## src/rtl/axi_dw_downsizer_w_ctrl.sv

```systemverilog
// W-channel controller for an AXI data-width downsizer: splits each wide W beat
// into narrow beats, tracking the byte address to pick the lane and find the wide-beat end.
module axi_dw_downsizer_w_ctrl #(
    parameter int unsigned SlvDataWidth = 64,
    parameter int unsigned MstDataWidth = 32,
    parameter int unsigned UserWidth    = 8,
    localparam int unsigned SlvBytes    = SlvDataWidth / 8,
    localparam int unsigned MstBytes    = MstDataWidth / 8,
    localparam int unsigned Ratio       = SlvBytes / MstBytes,
    localparam int unsigned OffW        = $clog2(SlvBytes),
    localparam int unsigned MstOffW     = $clog2(MstBytes),
    localparam int unsigned LaneW       = $clog2(Ratio)
) (
    input  logic                    clk_i,
    input  logic                    rst_i,
    input  logic                    cmd_valid_i,
    output logic                    cmd_ready_o,
    input  logic [OffW-1:0]         cmd_addr_i,
    input  logic [2:0]              cmd_size_i,
    input  logic [7:0]              cmd_len_i,
    input  logic                    slv_w_valid_i,
    output logic                    slv_w_ready_o,
    input  logic [SlvDataWidth-1:0] slv_w_data_i,
    input  logic [SlvBytes-1:0]     slv_w_strb_i,
    input  logic [UserWidth-1:0]    slv_w_user_i,
    output logic                    mst_w_valid_o,
    input  logic                    mst_w_ready_i,
    output logic [MstDataWidth-1:0] mst_w_data_o,
    output logic [MstBytes-1:0]     mst_w_strb_o,
    output logic [UserWidth-1:0]    mst_w_user_o,
    output logic                    mst_w_last_o,
    output logic [LaneW-1:0]        lane_o
);

    typedef enum logic {IDLE, BURST} state_e;

    localparam logic [OffW:0] One       = 1;
    localparam logic [OffW:0] MstBytesW = (OffW+1)'(MstBytes);
    localparam logic [2:0]    MaxSize   = 3'(OffW);

    state_e          state_q;
    logic [OffW-1:0] addr_q;
    logic [2:0]      size_q;
    logic [7:0]      len_q;
    logic [7:0]      beat_cnt_q;

    logic [OffW-1:0] addr_d;
    logic [OffW:0]   size_bytes;
    logic [OffW:0]   size_m1;
    logic [OffW:0]   step;
    logic [OffW:0]   addr_sum;
    logic            end_of_wide;
    logic            burst;
    logic            mst_hs;
    logic [2:0]      cmd_size_clamped;

    // Narrow step never exceeds the narrow bus; the wide beat ends when the
    // next address is aligned to the original beat size.
    always_comb begin
        size_bytes  = One << size_q;
        size_m1     = size_bytes - One;
        step        = (size_bytes < MstBytesW) ? size_bytes : MstBytesW;
        addr_sum    = ({1'b0, addr_q} & ~(step - One)) + step;
        addr_d      = addr_sum[OffW-1:0];
        end_of_wide = ((addr_d & size_m1[OffW-1:0]) == '0);
    end

    assign cmd_size_clamped = (cmd_size_i > MaxSize) ? MaxSize : cmd_size_i;

    assign burst         = (state_q == BURST);
    assign cmd_ready_o   = (state_q == IDLE);
    assign mst_w_valid_o = burst & slv_w_valid_i;
    assign mst_hs        = mst_w_valid_o & mst_w_ready_i;
    assign slv_w_ready_o = burst & mst_w_ready_i & end_of_wide;
    assign mst_w_last_o  = burst & (beat_cnt_q == len_q) & end_of_wide;

    assign lane_o       = addr_q[OffW-1:MstOffW];
    assign mst_w_data_o = slv_w_data_i[lane_o*MstDataWidth +: MstDataWidth];
    assign mst_w_strb_o = slv_w_strb_i[lane_o*MstBytes +: MstBytes];
    assign mst_w_user_o = slv_w_user_i;

    always_ff @(posedge clk_i) begin
        if (rst_i) begin
            state_q    <= IDLE;
            addr_q     <= '0;
            size_q     <= '0;
            len_q      <= '0;
            beat_cnt_q <= '0;
        end else begin
            case (state_q)
                IDLE: begin
                    if (cmd_valid_i) begin
                        addr_q     <= cmd_addr_i;
                        size_q     <= cmd_size_clamped;
                        len_q      <= cmd_len_i;
                        beat_cnt_q <= '0;
                        state_q    <= BURST;
                    end
                end
                BURST: begin
                    if (mst_hs) begin
                        addr_q <= addr_d;
                        // Last beat exits before the counter could wrap on len=255.
                        if (mst_w_last_o) begin
                            state_q <= IDLE;
                        end else if (end_of_wide) begin
                            beat_cnt_q <= beat_cnt_q + 8'd1;
                        end
                    end
                end
                default: state_q <= IDLE;
            endcase
        end
    end

endmodule

```

## config.mk

```make
export PLATFORM = sky130hd
export DESIGN_NAME = axi_dw_downsizer_w_ctrl
export DESIGN_NICKNAME = d
export VERILOG_FILES = /design/src/rtl/axi_dw_downsizer_w_ctrl.sv
export SDC_FILE = /design/constraint.sdc
export NUM_CORES = 1
export LEC_CHECK = 0
export ABC_AREA = 1
export CAP_MARGIN = 10
export CORE_MARGIN = 4
export CORE_UTILIZATION = 34
export DETAILED_ROUTE_END_ITERATION = 10
export PLACE_DENSITY_LB_ADDON = 0.3
export SLEW_MARGIN = 20
export SYNTH_ARGS = -nofsm -noshare
export SYNTH_HDL_FRONTEND = slang
export SYNTH_SLANG_ARGS = --single-unit
```

## constraint.sdc

```tcl
create_clock -name clk_i -period 2.1 [get_ports clk_i]
set_input_delay 0.42 -clock clk_i [delete_from_list [all_inputs] [get_ports clk_i]]
set_output_delay 0.42 -clock clk_i [all_outputs]
set_load 0.1 [all_outputs]
```

==> run_results.csv, run 1 <==
group,metric,value,unit
drt,drc,0,
cells_and_area,seq_area,467,um^2
synthesis,async_reset_ff_share,0,%
synthesis,syn_inst,342,
timing,holdWs,0.469,ns
grt,grt_pass1_wl,12800,um
min_path,hp-start,"len_q[2]$_SDFFE_PP0P_",
critical_path,startpoint,"size_q[0]$_SDFFE_PP0P_",
clock_network,htreeDepth,1,
clock_network,cts_root_buf,"clkbuf_8",
timing,rsz0062_at_grt,"yes",
critical_path,end_kind,"primary output",
synthesis,synth_edf_count,0,
grt,grt-ovfl-total,0,
critical_path,critPathMaxStageDelay,0.33,ns
placement,portBuffers,131,
floorplanning,io_pins,148,
run_status,violations,"negative setup slack",
run_status,status,"finished, violations left",
synthesis,ys_seq_area_share,23.7,%
cells_and_area,multiInputGateArea,1340,um^2
floorplanning,die_y,83.6,um
drt,ant_nets,0,
clock_network,cts_buffer_depth,2,
timing,final.setup.tns,-0.554,ns
critical_path,rrSetupSlack,0.06,ns
critical_path,r2r_start,"size_q[0]$_SDFFE_PP0P_",
floorplanning,num_rows,27,
critical_path,arrival,1.96,ns
critical_path,crit_chain,"nor3_2 -> inv_1 -> ha_1 -> nand2_1 -> nand3b_1 -> nand2_1 -> nand2_2 -> nand3_2 -> nand2_4 -> nor2_4 -> buf_12",
cells_and_area,fillers,433,
synthesis,ys.flop_type,"dfxtp_1",
synthesis,synth_area_per_cell,5.68,um^2
critical_path,crit_type,"flop to primary output",
cells_and_area,num_antenna_cells,0,
grt,grt_max_degree,37,
floorplanning,die_w,83.6,um
timing,worst_slew_pin_slew,0.351,ns
cells_and_area,fin_util,70.5,%
power_and_ir_drop,vdd_drop_max,0.591,mV
grt,grt_pass1_vias,2489,
synthesis,synth_fp_nets,445,
synthesis,ys_warn_count,0,
timing,hold_violations,0,
min_path,hold_class,"flop to flop",
synthesis,synth.distinct_cells,30,
timing,fin_crit_sh,113,%
clock_network,cts_sinks,23,
drt,wl_per_cell,14.6,um
cells_and_area,syn2layout_area_growth,99.9,%
clock_network,clk_pin_slew,0.08,ns
floorplanning,core,5510,um^2
drt,drt_iter0_drc,92,
timing,maxSlewHeadroom,76.6,%
drt,drtPass1Iterations,5,
critical_path,crit_buf_inv,2,
critical_path,crit_required,1.68,ns
drt,via_per_inst,4.75,
critical_path,critPathMaxFanout,3,
placement,gp_congestion,0.870,
timing,fmaxAchievable,420,MHz
critical_path,cp_common_cell,"nand2_1",
drt,drt_wl_total,7870,um
clock_network,cts_tree,"done",
critical_path,slowest_stage,"dfxtp_2",
timing,setup_slack,-0.279,ns
synthesis,syn_area,1940,um^2
power_and_ir_drop,power_density,636,nW/um^2
placement,dpl.hpwl,6560,um
timing,finalMaxSlewViolations,0,
cells_and_area,num-nets-final,571,
timing,finalSetupViolations,2,
critical_path,cp-start-kind,"flop",
power_and_ir_drop,p_leak,0.00174,uW
floorplanning,start_util,35.3,%
floorplanning,die_area,6980,um^2
timing,clock_skew,0.00402,ns
timing,fin_crit,2.38,ns
drt,vias,2560,
clock_network,insertion_delay,0.27,ns
run,drv_cap,0,
cells_and_area,drive_above_1_share,23.3,%
clock_network,cts_made_buffers,3,
critical_path,critPathTopFamily,"simple AND/OR/NAND/NOR gates",
synthesis,synth-seq-cells,23,
power_and_ir_drop,finalPower,2470,uW
grt,grt_use_total,22.2,%
grt,antenna_found_initial,0,
==> kinds of logic after synthesis <==
| kind of cell | count (synthesis) | synth area share, % |
|---|---|---|
| XOR/XNOR | 6 | 2.71 |
| AND/OR/NAND/NOR | 214 | 46.8 |
| buffers and inverters | 55 | 12.6 |
| adder cells (fa/ha/maj) | 4 | 2.58 |
| AO/OA/AOI/OAI | 40 | 11.6 |
| flip-flops | 23 | 23.7 |
==> synthesized netlist by cell type, types with 4 or more instances <==
cell      instances  share of area, %
buf_4            10               3.9
clkbuf_1          7               1.4
buf_1             5              0.97
a21oi_1          14               3.6
o21ai_0          17               4.4
nor3_1            5               1.3
nand4_1           9               2.9
ha_1              4               2.6
nand3_1           7               1.8
nor2_1           17               3.3
a21oi_2           4               1.8
inv_1            29               5.6
dfxtp_1          23                24
nand2_1         163                32
==> layer usage <==
metal  global-route usage [%]  wire, um  vias up
met4                     4.39       100        0
met5                        0         0        -
met1                     24.9      3100     1141
met2                     42.7      4220       94
met3                     4.34       446        8
li1                         -         -     1317
==> cell usage in the layout, fill, tap and decap left out <==
cell               n
a211oi_1           2
a21oi_1           14
a21oi_2            4
a31oi_1            2
and3_1             1
buf_12            41
buf_4             13
clkbuf_1           1
clkbuf_8           3
clkdlybuf4s50_1   90
dfxtp_1           20
dfxtp_2            2
dfxtp_4            1
ha_1               4
inv_1             29
inv_2              3
nand2_1          131
nand2_2           32
nand2_4            2
nand3_1            7
nand3_2            1
nand3_4            2
nand3b_1           2
nand4_1            9
nor2_1            15
nor2_2             2
nor2_4             2
nor3_1             4
nor3_2             1
nor3b_1            1
nor4_1             2
o21ai_0           16
o21ai_1            1
o31ai_1            1
xnor2_1            3
xor2_1             3
==> power by group <==
part / switching [uW] / internal (uW) / total (uW)
Combinational: 1050 / 642 / 1690
Sequential: 28.2 / 465 / 493
Clock: 148 / 136 / 284
==> sequential cells by signal, indices dropped and copies added, names as in the netlist <==
signal,count
burst,1
len_q,8
size_q,3
addr_q,3
beat_cnt_q,8
==> path summary, 6_finish.rpt <==
check                               endpoint  cells after the start
setup / recovery               slv_w_ready_o                     11
hold / removal         len_q[2]$_SDFFE_PP0P_                      2
setup reg to reg  beat_cnt_q[1]$_SDFFE_PP0P_                     15
hold reg to reg        len_q[2]$_SDFFE_PP0P_                      2
==> area by class of cell <==
class	instances	area share, %
timing repair buffer	144	46.9
clock buffer	4	1.16
inverter	32	3.09
multi-input combinational	264	34.5
tap	72	2.32
sequential	23	12.0
==> worst min-delay path, cell delays in order (launching register included) <==
cell and delay, ns:
dfxtp_1 0.31, inv_1 0.06, a21oi_1 0.05
==> stage by stage <==
stage	cells	area [um^2]	worst slack, ns
global placement	534	3820	0.0164
finish	539	3880	-0.279
detailed placement	534	3820	-0.0539
floorplan	342	2050	-0.162
global route	539	3880	-0.406
CTS	539	3880	-0.292
==> repair_timing <==
action	CTS	global route
hold buffers	0	0
setup endpoints to repair	8	11
resized for setup	3	1
pin swaps	1	0
buffers inserted	1	0
Note: power is estimated with default switching activity, not from simulation.
==> run 2, diff against run 1 <==
Settings changed: CAP_MARGIN 10 to 20.
Clock period 2.1 ns to 2.2 ns, I/O delays scaled along.
==> run 2 against run 1 <==
  * The run still ends with negative setup slack left
  * Non-clock buffer count is 1 higher
  * Core utilization is 0.39 points higher
  * Critical path depth is 1 lower
  * Clock skew is 0.0015 ns lower
  * Critical endpoint unchanged
==> run_results.csv, run 2 (same netlist as run 1, synthesis figures left out) <==
group,metric,value,unit
run_status,status,"finished, violations left",
clock_network,clk_pin_slew,0.08,ns
critical_path,regToRegEndpoint,"beat_cnt_q[1]$_SDFFE_PP0P_",
critical_path,critPathMaxStageDelay,0.36,ns
timing,clock_skew,0.00250,ns
drt,wl_per_cell,15.1,um
critical_path,r2r_start,"size_q[1]$_SDFFE_PP0P_",
timing,holdWs,0.472,ns
critical_path,crit_type,"flop to primary output",
timing,maxSlewHeadroom,73.5,%
critical_path,end_kind,"primary output",
grt,grt_pass1_wl,13000,um
critical_path,crit_chain,"nor3_4 -> inv_1 -> ha_1 -> nand2_1 -> nand3b_1 -> nand3_1 -> nand3_4 -> nand2_4 -> nor2_4 -> buf_12",
grt,grt_pass1_vias,2540,
cells_and_area,num-nets-final,572,
cells_and_area,num_antenna_cells,0,
floorplanning,die_y,83.6,um
clock_network,cts_made_buffers,3,
critical_path,slowest_stage,"dfxtp_1",
critical_path,worst-r2r-cell-count,14,
min_path,hp-start,"len_q[2]$_SDFFE_PP0P_",
power_and_ir_drop,power_density,605,nW/um^2
floorplanning,die_w,83.6,um
critical_path,cp-start-kind,"flop",
placement,gp_congestion,0.889,
critical_path,critPathMaxFanout,4,
drt,drt_wl_total,8130,um
critical_path,crit_required,1.76,ns
clock_network,insertion_delay,0.27,ns
timing,finalSetupViolations,2,
drt,drtPass1Iterations,4,
floorplanning,num_rows,27,
clock_network,cts_root_buf,"clkbuf_8",
cells_and_area,drive_above_1_share,23.5,%
drt,via_per_inst,4.71,
drt,drt_iter0_drc,108,
cells_and_area,fin_util,70.9,%
power_and_ir_drop,finalPower,2360,uW
timing,hold_violations,0,
grt,antenna_found_initial,0,
timing,worst_slew_pin_slew,0.397,ns
cells_and_area,top_regs,"beat_cnt_q (8), len_q (8)",
timing,setup_slack,-0.255,ns
floorplanning,io_pins,148,
min_path,hold_end,"len_q[2]$_SDFFE_PP0P_",
run_status,violations,"negative setup slack",
cells_and_area,syn2layout_area_growth,101,%
power_and_ir_drop,vdd_drop_max,0.413,mV
clock_network,htreeDepth,1,
placement,portBuffers,131,
floorplanning,die_area,6980,um^2
drt,drc,0,
floorplanning,core,5510,um^2
timing,final.setup.tns,-0.497,ns
grt,grt_max_degree,39,
clock_network,holdBufCountCts,0,
clock_network,cts_buffer_depth,2,
clock_network,cts_sinks,23,
floorplanning,start_util,35.3,%
timing,fmaxAchievable,407,MHz
power_and_ir_drop,p_leak,0.00174,uW
drt,vias,2545,
cells_and_area,final_cell_mix,"nand2_1, clkdlybuf4s50_1, buf_12",
timing,rsz0062_at_grt,"yes",
critical_path,arrival,2.02,ns
timing,fin_crit_sh,112,%
placement,dpl.hpwl,6740,um
placement,post-place-ws,-0.0455,ns
grt,grt-ovfl-total,0,
critical_path,critPathTopFamily,"simple AND/OR/NAND/NOR gates",
run,drv_cap,0,
grt,grt_use_total,22.6,%
critical_path,crit_buf_inv,2,
clock_network,cts_tree,"done",
min_path,hold_class,"flop to flop",
critical_path,rrSetupSlack,0.09,ns
cells_and_area,mostFrequentLayoutCell,"nand2_1",
drt,ant_nets,0,
min_path,whs_path_depth,2,
timing,fin_crit,2.46,ns
timing,finalMaxSlewViolations,0,
-- run 2: how the worst max path moves through the flow --
stage                                start            end  slack (ns)  cells after the start
finish              size_q[1]$_SDFFE_PP0P_  slv_w_ready_o       -0.26                     10
global route        size_q[1]$_SDFFE_PP0P_  slv_w_ready_o       -0.36                     10
CTS                 size_q[0]$_SDFFE_PP0P_  slv_w_ready_o       -0.26                     12
detailed placement  size_q[0]$_SDFFE_PP0P_  slv_w_ready_o       -0.05                     12
global placement    size_q[0]$_SDFFE_PP0P_   mst_w_last_o        0.09                     12
floorplan           size_q[1]$_SDFFE_PP0P_   mst_w_last_o       -0.09                     10
-- run 2: layout make-up --
class | instances | area [um^2]
tap | 72 | 90.1
fill | 447 | 1600
clock buffer | 4 | 45.0
timing repair buffer | 145 | 1830
inverter | 32 | 120
sequential | 23 | 464
multi-input combinational | 264 | 1360
-- run 2: stage by stage --
stage,instances,cell area [um^2]
6_report,540,3900
5_1_grt,540,3900
4_1_cts,540,3890
3_5_place_dp,530,3790
3_3_place_gp,530,3790
2_1_floorplan,342,2040
-- run 2: timing repair --
| item | CTS | global route |
|---|---|---|
| resized for setup | 5 | 2 |
| setup buffers | 6 | 0 |
| pin swaps | 8 | 1 |
| setup endpoints to repair | 2 | 10 |
-- run 2: layer usage --
metal / wire length [um] / track usage [%] / vias up
met1: 3280 / 26.8 / 1147
met5: 0 / 0 / -
met3: 342 / 4.34 / 8
met4: 109 / 3.65 / 0
li1: - / - / 1320
met2: 4400 / 42.3 / 70
-- run 2: worst register-to-register path: cells and delay by family, from the launching register on --
family / cells / cell delay (ns)
adders and majority gates: 1 / 0.28
buffers and inverters: 2 / 0.21
DFF: 1 / 0.36
and+or+nand+nor: 11 / 1.20
-- run 2: power breakdown --
group	leakage, uW	switching [uW]	internal (uW)
clock network	0.0000228	137	129
registers	0.000190	24.7	443
logic	0.00153	1010	615
total	0.00174	1170	1190
==> run 3, diff against run 2 <==
Settings changed: ABC_AREA 1 to not set, CORE_UTILIZATION 34 to 32, GPL_ROUTABILITY_DRIVEN set to 0.
==> run 3 against run 2 <==
  * The run still ends with negative setup slack left
  * Clock skew up 0.0026 ns
  * First-iteration DRC count up 20%
  * Routed wire length decreased by 11%
  * Cell area down 4.4%
  * Via count fell by 20%
  * Core utilization rose by 0.81 points
  * Count of clock-buffer cells in the layout fell by 1
  * Fmax fell by 5.8%
  * Clock power up 6%
  * Final cell count down 24%
  * Critical endpoint is now mst_w_last_o
==> run_results.csv, run 3 <==
group,metric,value,unit
run_status,status,"finished, violations left",
run_status,violations,"negative setup slack",
synthesis,synth.distinct_cells,35,
power_and_ir_drop,combPwrFrac,65.8,%
grt,grt_pass1_wl,10200,um
synthesis,ys_warn_count,0,
timing,maxSlewHeadroom,66.8,%
clock_network,holdBufCountCts,0,
drt,drt_iter0_drc,130,
timing,holdWs,0.471,ns
synthesis,synth_top_cell_by_area,"dfxtp_1",
synthesis,synth_most_common_cell,"mux2_2",
synthesis,synth_area_per_cell,8.48,um^2
synthesis,syn_inst,207,
run,drv_cap,0,
clock_network,cts_root_buf,"clkbuf_8",
power_and_ir_drop,p_switching,999,uW
synthesis,synth_edf_count,0,
floorplanning,die_y,82.1,um
floorplanning,core,5200,um^2
clock_network,cts_tree,"done",
drt,drt_wl_total,7240,um
placement,dpl.hpwl,6080,um
placement,placedCellCount,403,
timing,clock_skew,0.00505,ns
cells_and_area,syn2layout_area_growth,113,%
drt,via_per_inst,4.96,
synthesis,yosysTopAreaCellShare,26.2,%
grt,grt_use_total,20.1,%
synthesis,synth-seq-cells,23,
drt,drc,0,
synthesis,ys_seq_area_share,26.2,%
floorplanning,die_w,82.1,um
floorplanning,io_pins,148,
floorplanning,die_area,6730,um^2
drt,vias,2037,
placement,portBuffers,131,
min_path,hold_class,"flop to flop",
critical_path,crit_required,1.76,ns
cells_and_area,drive_above_1_share,35.8,%
grt,antenna_found_initial,0,
synthesis,ys.flop_type,"dfxtp_1",
clock_network,cts_buffer_depth,2,
critical_path,critPathMaxFanout,4,
cells_and_area,seq_area,468,um^2
timing,rsz0062_at_grt,"yes",
timing,hold_violations,0,
clock_network,cts_sinks,23,
drt,wl_per_cell,17.6,um
floorplanning,start_util,33.7,%
timing,fin_crit,2.61,ns
critical_path,crit_type,"flop to primary output",
timing,setup_slack,-0.407,ns
synthesis,synth_fp_nets,310,
cells_and_area,final_cell_mix,"clkdlybuf4s50_1, buf_12, mux2_2",
power_and_ir_drop,vdd_drop_max,0.341,mV
timing,worst_slew_pin_slew,0.497,ns
cells_and_area,num_antenna_cells,0,
synthesis,async_reset_ff_share,0,%
cells_and_area,num-nets-final,445,
floorplanning,num_rows,26,
synthesis,synth_area_leaders,"dfxtp_1, mux2_2, nand2_1, xor2_1, a21oi_1",
power_and_ir_drop,sequentialPowerShare,21.2,%
critical_path,end_kind,"primary output",
power_and_ir_drop,p_leak,0.00149,uW
power_and_ir_drop,power.internal,1180,uW
grt,grt_pass1_vias,2076,
grt,grt_max_degree,39,
synthesis,syn_area,1760,um^2
clock_network,htreeDepth,1,
cells_and_area,fillers,385,
drt,drtPass1Iterations,4,
clock_network,cts_made_buffers,3,
timing,fin_crit_sh,119,%
critical_path,arrival,2.17,ns
clock_network,insertion_delay,0.28,ns
power_and_ir_drop,sw_frac_of_total,45.8,%
synthesis,synth_common_cells,"mux2_2, nand2_1, dfxtp_1, a21oi_1",
grt,grt-ovfl-total,0,
clock_network,clk_pin_slew,0.09,ns
cells_and_area,multiInputGateArea,1240,um^2
cells_and_area,layout.cells.non_filler,411,
timing,fmaxAchievable,384,MHz
power_and_ir_drop,finalPower,2180,uW
timing,finalMaxSlewViolations,0,
cells_and_area,top_regs,"beat_cnt_q (8), len_q (8)",
power_and_ir_drop,power_density,584,nW/um^2
critical_path,cp-start-kind,"flop",
placement,post-place-ws,-0.198,ns
drt,ant_nets,0,
timing,finalSetupViolations,10,
power_and_ir_drop,p_clk_share,13.0,%
cells_and_area,mostFrequentLayoutCell,"clkdlybuf4s50_1",
-- run 3: per-layer routing --
| metal | wire length [um] | track usage (%) | vias to the layer above |
|---|---|---|---|
| met4 | 200 | 7.14 | 0 |
| met3 | 631 | 6.36 | 18 |
| met5 | 0 | 0 | - |
| met1 | 2560 | 23.1 | 910 |
| li1 | - | - | 993 |
| met2 | 3850 | 34.9 | 116 |
-- run 3: final timing paths --
| check | startpoint | endpoint | slack [ns] | depth (start not counted) |
|---|---|---|---|---|
| max | size_q[2]$_SDFFE_PP0P_ | mst_w_last_o | -0.41 | 8 |
| min | len_q[3]$_SDFFE_PP0P_ | len_q[3]$_SDFFE_PP0P_ | 0.47 | 2 |
| max reg2reg | size_q[2]$_SDFFE_PP0P_ | beat_cnt_q[4]$_SDFFE_PP0P_ | -0.33 | 11 |
| min reg2reg | len_q[3]$_SDFFE_PP0P_ | len_q[3]$_SDFFE_PP0P_ | 0.47 | 2 |
-- run 3: worst max-delay path, cell delays in order (launching register included) --
cell      delay (ns)
dfxtp_2         0.35
or3_4           0.40
ha_4            0.22
a41oi_2         0.17
xor2_2          0.18
o211ai_1        0.12
buf_4           0.17
nor2_4          0.11
buf_12          0.18
-- run 3: stage by stage --
stage          util, %  cell area [um^2]  setup TNS (ns)
2_1_floorplan        -              1830          -0.857
3_3_place_gp      69.7              3630          -0.525
3_5_place_dp      69.7              3630           -1.14
4_1_cts           71.2              3710           -2.30
5_1_grt           71.7              3730           -3.80
6_report          71.7              3730           -3.03
-- run 3: layout make-up --
cell class                      instances  share of cell area (%)
Inverter                                5                   0.503
Tap cell                               70                    2.35
Clock buffer                            3                    1.11
Sequential cell                        23                    12.5
Timing Repair Buffer                  151                    50.2
Multi-Input combinational cell        158                    33.2
Clock inverter                          1                   0.168
-- run 3: kinds of logic (layout without fill, tap and decap cells) --
logic type                 Yosys count  after routing  synth area share [%]
and+or+nand+nor                     67             67                  17.5
muxes                               41             41                  25.9
AOI/OAI and AO/OA                   35             35                  14.2
buffers and inverters               26            160                  7.77
DFF                                 23             23                  26.2
xor gates and xnor gates            11             11                  5.49
adders and majority gates            4              4                  2.85
-- run 3: repair_timing --
action,CTS,global route
setup endpoints to repair,8,10
buffers inserted,3,1
gates resized for setup,3,6
pin swaps,3,1
-- run 3: power groups by stage --
stage	sequential, uW	clock [uW]	combinational, uW
2_1_floorplan	474	0	874
3_3_place_gp	469	0	1380
3_5_place_dp	470	0	1400
4_1_cts	461	288	1420
5_1_grt	465	309	1480
6_report	461	283	1440
